==> config.mk <==
export PLATFORM = sky130hd
export DESIGN_NAME = bcd_countdown_timer
export DESIGN_NICKNAME = d
export VERILOG_FILES = /design/src/rtl/bcd_timer_pkg.sv /design/src/rtl/bcd_down_digit.sv /design/src/rtl/bcd_countdown_timer.sv
export SDC_FILE = /design/constraint.sdc
export NUM_CORES = 1
export LEC_CHECK = 0
export ABC_AREA = 1
export BUFFER_PORTS_ARGS = -buffer_cell sky130_fd_sc_hd__buf_2
export CORE_MARGIN = 5
export CORE_UTILIZATION = 40
export CTS_CLUSTER_SIZE = 12
export DETAILED_ROUTE_END_ITERATION = 8
export MAX_ROUTING_LAYER = met4
export PLACE_DENSITY = 0.74
export SLEW_MARGIN = 10
export SYNTH_ARGS = -nofsm -noshare
export SYNTH_HDL_FRONTEND = slang
export SYNTH_SLANG_ARGS = --single-unit
==> constraint.sdc <==
create_clock -name clk -period 2.1 [get_ports clk]
set_clock_uncertainty 0.1 [all_clocks]
set_input_delay 0.105 -clock clk [delete_from_list [all_inputs] [get_ports clk]]
set_output_delay 0.105 -clock clk [all_outputs]
set_load 0.05 [all_outputs]
==> src/rtl/bcd_timer_pkg.sv <==
// Shared types and helpers for the BCD countdown timer.
package bcd_timer_pkg;

  typedef enum logic [1:0] {
    IDLE,
    RUN,
    PAUSE,
    DONE
  } timer_state_e;

  localparam logic [3:0] BCD_MAX  = 4'd9;
  localparam logic [3:0] BCD_ZERO = 4'd0;

  function automatic logic [3:0] clamp_bcd(input logic [3:0] nibble);
    return (nibble > BCD_MAX) ? BCD_MAX : nibble;
  endfunction

endpackage

==> src/rtl/bcd_down_digit.sv <==
// One BCD digit of the countdown chain; borrows from the next digit up when
// it and every digit below it are zero.
import bcd_timer_pkg::*;

module bcd_down_digit (
  input  logic       clk,
  input  logic       rst,
  input  logic       load,
  input  logic [3:0] load_digit,
  input  logic       dec_en,
  input  logic       borrow_in,
  output logic [3:0] digit,
  output logic       is_zero,
  output logic       borrow_out
);

  logic [3:0] digit_q;
  logic [3:0] digit_d;

  assign digit      = digit_q;
  assign is_zero    = (digit_q == BCD_ZERO);
  assign borrow_out = borrow_in & is_zero;

  always_comb begin
    digit_d = digit_q;
    if (load) begin
      digit_d = load_digit;
    end else if (dec_en && borrow_in) begin
      digit_d = is_zero ? BCD_MAX : digit_q - 4'd1;
    end
  end

  always_ff @(posedge clk or posedge rst) begin
    if (rst) begin
      digit_q <= BCD_ZERO;
    end else begin
      digit_q <= digit_d;
    end
  end

endmodule

==> src/rtl/bcd_countdown_timer.sv <==
// Multi-digit BCD countdown timer with IDLE/RUN/PAUSE/DONE control.
// Optional BCD_COUNTDOWN_AUTO_RELOAD_EN restarts from the loaded value on timeout.
import bcd_timer_pkg::*;

module bcd_countdown_timer #(
  parameter int NUM_DIGITS = 2
) (
  input  logic                    clk,
  input  logic                    rst,
  input  logic                    load,
  input  logic [4*NUM_DIGITS-1:0] load_value,
  input  logic                    start,
  input  logic                    pause,
  input  logic                    tick,
  output logic [4*NUM_DIGITS-1:0] digits,
  output logic                    running,
  output logic                    done,
  output logic                    timeout
);

  timer_state_e state_q, state_d;
  logic [4*NUM_DIGITS-1:0] reload_q, reload_d;
  logic running_q, running_d;
  logic done_q, done_d;
  logic timeout_q, timeout_d;

  logic [4*NUM_DIGITS-1:0] clamped_value;
  logic [4*NUM_DIGITS-1:0] digit_vec;
  logic [4*NUM_DIGITS-1:0] dig_load_val;
  logic [NUM_DIGITS-1:0]   is_zero;
  logic [NUM_DIGITS:0]     borrow;
  logic dig_load;
  logic dec_en;
  logic all_zero;
  logic upper_zero;
  logic hits_zero;

  assign borrow[0] = 1'b1;
  assign all_zero  = borrow[NUM_DIGITS];

  for (genvar i = 0; i < NUM_DIGITS; i++) begin : g_digit
    assign clamped_value[4*i +: 4] = clamp_bcd(load_value[4*i +: 4]);

    bcd_down_digit u_digit (
      .clk        (clk),
      .rst        (rst),
      .load       (dig_load),
      .load_digit (dig_load_val[4*i +: 4]),
      .dec_en     (dec_en),
      .borrow_in  (borrow[i]),
      .digit      (digit_vec[4*i +: 4]),
      .is_zero    (is_zero[i]),
      .borrow_out (borrow[i+1])
    );
  end

  // The next tick lands on zero exactly when the current value is 1.
  always_comb begin
    upper_zero = 1'b1;
    for (int i = 1; i < NUM_DIGITS; i++) begin
      upper_zero = upper_zero & is_zero[i];
    end
    hits_zero = !is_zero[0] && (digit_vec[3:0] == 4'd1) && upper_zero;
  end

  always_comb begin
    state_d      = state_q;
    reload_d     = reload_q;
    timeout_d    = 1'b0;
    dec_en       = 1'b0;
    dig_load     = 1'b0;
    dig_load_val = clamped_value;

    if (load) begin
      dig_load = 1'b1;
      reload_d = clamped_value;
      state_d  = IDLE;
    end else begin
      case (state_q)
        IDLE: begin
          if (start && !pause && !all_zero) begin
            state_d = RUN;
          end
        end
        RUN: begin
          if (pause) begin
            state_d = PAUSE;
          end
          if (tick) begin
            dec_en = 1'b1;
            if (hits_zero) begin
              timeout_d = 1'b1;
`ifdef BCD_COUNTDOWN_AUTO_RELOAD_EN
              if (reload_q != '0) begin
                dig_load     = 1'b1;
                dig_load_val = reload_q;
              end else begin
                state_d = DONE;
              end
`else
              state_d = DONE;
`endif
            end
          end
        end
        PAUSE: begin
          if (start && !pause) begin
            state_d = RUN;
          end
        end
        default: begin
          state_d = DONE;
        end
      endcase
    end

    running_d = (state_d == RUN);
    done_d    = (state_d == DONE);
  end

  always_ff @(posedge clk or posedge rst) begin
    if (rst) begin
      state_q   <= IDLE;
      reload_q  <= '0;
      running_q <= 1'b0;
      done_q    <= 1'b0;
      timeout_q <= 1'b0;
    end else begin
      state_q   <= state_d;
      reload_q  <= reload_d;
      running_q <= running_d;
      done_q    <= done_d;
      timeout_q <= timeout_d;
    end
  end

  assign digits  = digit_vec;
  assign running = running_q;
  assign done    = done_q;
  assign timeout = timeout_q;

endmodule

* Word level (Yosys, flattened, before mapping) *
Index checks and enable logic that the tools add are counted.

word-level totals
  logic and storage cells = 52
  input port bits = 14
  output and inout bits = 11
  register bits = 13

operators by class
  add/subtract/negate cells = 2
  muxes and demuxes = 23
  bitwise logic cells = 1
  reductions and logical operators = 13
  eq/ne operators = 5
  order comparisons = 2

operator list
  cell                                              number
  two-way mux 4 bit                                 8
  two-way mux 2 bit                                 6
  > comparator 4 bit, second input constant         2
  zero test 4 bit                                   2
  two-way mux 1 bit                                 8
  subtractor 4 x 1 -> 4 bit, second input constant  2
  one-hot mux 2 bit (3 select lines)                1
  logical AND 1 bit                                 5
  == test 2 x 1 -> 1 bit, second input constant     2
  == test 2 bit, second input constant              2
  == test 4 x 1 -> 1 bit, second input constant     1
  nonzero test 2 bit                                2
  zero test 1 bit                                   3
  zero test 2 bit                                   1
  AND 1 bit                                         1

* Depth between registers and ports, before layout *
  word-level depth = 9
  mapped depth = 9

* Hierarchy *
Synthesis repeated with hierarchy kept, for this count alone.

unflattened totals
  cells, all modules = 141
  area, all modules = 895.9 sq um

by module, submodules not included
  module               area an instance (sq um)  instances  cells an instance  seq. area each (sq um)
  bcd_down_digit       275.3                     2          43                 100.1
  bcd_countdown_timer  345.3                     1          55                 125.1

* Worst setup path after synthesis *
No wires, ideal clock.

  kind = register to register
  start = register g_digit[1].u_digit.digit_q[0]
  end = register done_q, in the netlist done
  data required time = 1.928 ns
  clock period less this slack = 1.454 ns
  path slack = 0.646 ns
  arrival = 1.283 ns
  cell stages (with the launch flop) = 8
  path buffers = 0
  cells stage by stage = dfrtp_1 nor2_2 nand2_1 inv_1 nand2_1 a21oi_1 nand2_1 nor2_1

on the way
  longest elaborated chain between the ends = 8

RTL lines
  element                               RTL line                    text
  start, declared                       bcd_down_digit.sv:17        logic [3:0] digit_q;
  start signal, assigned                bcd_down_digit.sv:37        digit_q <= digit_d;
  zero test 4 bit *                     bcd_down_digit.sv:21        assign is_zero = (digit_q == BCD_ZERO);
  AND 1 bit                             bcd_down_digit.sv:22        assign borrow_out = borrow_in & is_zero;
  zero test 1 bit                       bcd_countdown_timer.sv:81   if (start && !pause && !all_zero) begin
  logical AND 1 bit                     bcd_countdown_timer.sv:81
  two-way mux 2 bit                     bcd_countdown_timer.sv:81
  one-hot mux 2 bit (3 select lines) *  bcd_countdown_timer.sv:79   case (state_q)
  two-way mux 2 bit *                   bcd_countdown_timer.sv:74   if (load) begin
  == test 2 bit *                       bcd_countdown_timer.sv:118  done_d = (state_d == DONE);
  net done_d                            bcd_countdown_timer.sv:24   logic done_q, done_d;
  end signal, assigned                  bcd_countdown_timer.sv:132  done_q <= done_d;
  end, declared                         bcd_countdown_timer.sv:24

Mark *: on every way through the listed nets, which the timed path passes. The rest lies on a longest branch.
A chain may end at the register's enable or synchronous reset.

* Final worst setup path *
  start = input load
  end = register g_digit[0].u_digit.digit_q[3]

on the way
  longest elaborated chain between the ends = 2

RTL lines
  element                                                  RTL line                   text
  start, declared                                          bcd_countdown_timer.sv:10  input logic load,
  two-way mux 1 bit                                        bcd_countdown_timer.sv:74
  two-way mux 4 bit or nonzero test 2 bit (tied branches)  -
  end signal, assigned                                     bcd_down_digit.sv:37
  end, declared                                            bcd_down_digit.sv:17

Several ways; a longest one is shown, not always the timed one.

==> summary.md <==
| Metric | Value |
|---|---|
| Port Buffers | 24 |
| Starting DRT DRC Count | 14 |
| Worst endpoint data arrival time | 1.51 ns |
| Reg clk slew, reported paths | 0.08 ns |
| CTS tree | built |
| Clock network fraction of design power | 0.186 |
| Vias in the first global route | 670 |
| Sequential power share | 0.402 |
| Max_cap viols | 0 |
| Yosys reg bits | 13 |
| Wire per inst | 10.1 microns |
| Design Area, Final | 955 sq um |
| Worst setup EP type | flop |
| Placement row count | 15 |
| Crit path kind | in2reg |
| Max-slew violation count | 0 |
| Largest net degree at the start of global routing | 14 |
| Post-Synthesis Cells | 108 |
| Distinct cell type count after synthesis | 22 |
| DP Area | 908 sq um |
| Routed WL | 1630 microns |
| RSZ-0062 raised after global routing | no |
| Leakage power | 0.544 nW |
| Area growth syn-to-layout | 24.3% |
| Grt ovf | 0 |
| Core ar. | 1780 sq um |
| Final Cycle Share | 0.691 |
| Final Setup Violations | 0 |
| Final min period | 1.45 ns |
| YS warnings | 0 |
| Sequential share of the synthesized area | 0.423 |
| CP max-delay cell | dlygate4sd3_1 |
| Pint | 0.453 mW |
| Fillers | 174 |
| Storage element area | 325 sq um |
| Num Clock Sinks | 13 |
| Switch Pwr | 0.359 mW |
| GRT Resource Usage Total | 0.138 |
| Worst Path Required | 2.16 ns |
| Startpoint type of the worst setup path | input pin |
| Die footprint | 2900 sq um |
| GP Congestion | 0.808 |
| Crit-path max FO | 11 |
| Vias/cell | 4.59 |
| Remaining DRCs | 0 |
| Worst path max stage delay | 0.53 ns |
| CTS Buf Count | 3 |
| H-tree depth | 1 |
| Cell mode on critical path | inv_2 |
| Actual slew at the worst max-slew pin | 0.489 ns |
| Synth Area per Inst | 7.11 sq um |
| Max_slew headroom | 0.674 |
| Min-delay worst type | in2reg |
| Root Driver | clkbuf_4 |
| Combinational share of power | 0.412 |
| Antenna viol nets, final | 0 |
| Sum Neg Setup Slack | 0 ns |
| Critical Path, Cell by Cell | dlygate4sd3_1 -> buf_2 -> inv_2 -> nand2_1 -> nand2_4 -> inv_2 -> nor2_1 -> nor3_2 |
| Post-Syn Nets | 122 |
| Antenna violations before repair | 0 |
| Pre-antenna DRT Iters | 4 |
| Sw Share | 0.442 |
| Fin. Hold Viols | 0 |
| Die Y-Extent | 53.8 microns |
| Ant. Diodes | 0 |
| Starting Density | 0.431 |
| Via count | 744 |
| Peak supply drop | 0.434 mV |
| Share of cells above drive strength 1 | 0.285 |
| Ports | 25 |
| Die X | 53.8 microns |
| Netlist area before placement | 768 sq um |
| First-pass GRT wire length | 2770 microns |
| Fmax | 0.689 GHz |
| DP HPWL | 1340 microns |
| Clk buf depth | 2 |
| Clock Latency Late Sink | 0.27 ns |
| Area of the multi-input gates | 364 sq um |
| Pwr Density | 851 nW/um^2 |
| Outcome | finished, final reports clean |
| Setup Fix Bufs, Post-CTS | 0 |
| # nets final | 152 |
[path summary, 6_finish.rpt]
path,start,end,slack [ns],cells past startpoint
max in group asynchronous,rst,done,1.28,3
min reg2reg,g_digit[1].u_digit.digit[1],g_digit[1].u_digit.digit[1],0.43,2
max,load,g_digit[0].u_digit.digit[3],0.65,8
min in group asynchronous,rst,g_digit[0].u_digit.digit[1],0.28,3
max reg2reg,state_q[1],g_digit[1].u_digit.digit[2],0.71,6
min,load_value[0],g_digit[0].u_digit.digit[0],0.02,3
[cell families after synthesis]
| logic type | Yosys count | synth area share |
|---|---|---|
| AND/OR/NAND/NOR | 63 | 0.366 |
| AO/OA/AOI/OAI | 13 | 0.108 |
| buffers and inverters | 19 | 0.103 |
| flip-flops | 13 | 0.423 |
[cell usage in the layout (no fill, tap or decap)]
master	synthesis	final
inv_2	2	2
a21oi_1	1	1
nor3_1	4	4
clkbuf_4	0	3
nand4_1	1	1
o21bai_2	1	1
a31oi_1	1	1
o22ai_1	1	1
nor2_2	3	3
buf_2	0	24
nand2_1	33	33
o21ai_0	6	6
inv_1	16	16
nor2_4	1	1
dlygate4sd3_1	0	2
o21a_1	1	1
nand2_2	2	2
nor2_1	14	14
nand2_4	1	1
dfrtp_1	13	13
o21bai_1	1	1
nand3_1	3	3
a21oi_2	1	1
nor3_2	1	1
clkbuf_1	0	1
[stage by stage]
stage               cells  worst slack (ns)   util  power [mW]  hold WS (ns)
global placement      156             0.730  0.509       0.661        0.0497
CTS                   162             0.649  0.535       0.825        0.0142
floorplan             108             0.646      -       0.585        -0.118
finish                162             0.648  0.535       0.812        0.0169
detailed placement    156             0.712  0.509       0.667        0.0567
global route          162             0.513  0.535       0.879       0.00797
[cell type report]
class,instances,area share
multi-input combinational,76,0.381
inverter,18,0.0708
sequential,13,0.341
timing repair buffer,26,0.147
tap,25,0.0328
clock buffer,4,0.0275
[power by group through the flow]
stage	sequential (mW)	clock (mW)	combinational, mW
2_1_floorplan	0.455	0	0.130
3_3_place_gp	0.329	0	0.333
3_5_place_dp	0.332	0	0.335
4_1_cts	0.328	0.159	0.338
5_1_grt	0.334	0.176	0.368
6_report	0.327	0.151	0.334
[layer usage]
metal | wire, microns | track usage | part of all wire
met1 | 800 | 0.179 | 0.49
met2 | 687 | 0.196 | 0.42
met3 | 112 | 0.0332 | 0.069
met4 | 31 | 0.0766 | 0.019
met5 | 0 | - | 0
[flip-flops by register name, summed over array words and instances, names as in the netlist]
register	cells
done	1
g_digit.u_digit.digit	8
running	1
state_q	2
timeout	1
[worst max-delay path: cells and delay by family]
family                 cells  cell delay [ns]
and+or+nand+nor            4             0.46
buffers and inverters      4             0.94
[synthesized netlist by cell type]
cell | n | area [sq um]
a31oi_1 | 1 | 6.26
nand2_2 | 2 | 12.5
nor3_1 | 4 | 20.0
buf_6 | 1 | 11.3
dfrtp_1 | 13 | 325
inv_2 | 2 | 7.51
o21bai_1 | 1 | 7.51
o21bai_2 | 1 | 11.3
o21a_1 | 1 | 7.51
a21oi_1 | 1 | 5.00
nand2_1 | 33 | 124
nand2_4 | 1 | 11.3
nor2_2 | 3 | 18.8
nor2_4 | 1 | 11.3
nand3_1 | 3 | 15.0
a21oi_2 | 1 | 8.76
o21ai_0 | 6 | 30.0
nor2_1 | 14 | 52.6
inv_1 | 16 | 60.1
o22ai_1 | 1 | 6.26
nand4_1 | 1 | 6.26
nor3_2 | 1 | 10.0
[what timing repair did]
item | 4_1_cts | 5_1_grt
hold buffers | 2 | 0
hold endpoints to repair | 15 | 0
gates resized for setup | 0 | 0
Power figures use the tool's default switching activity.
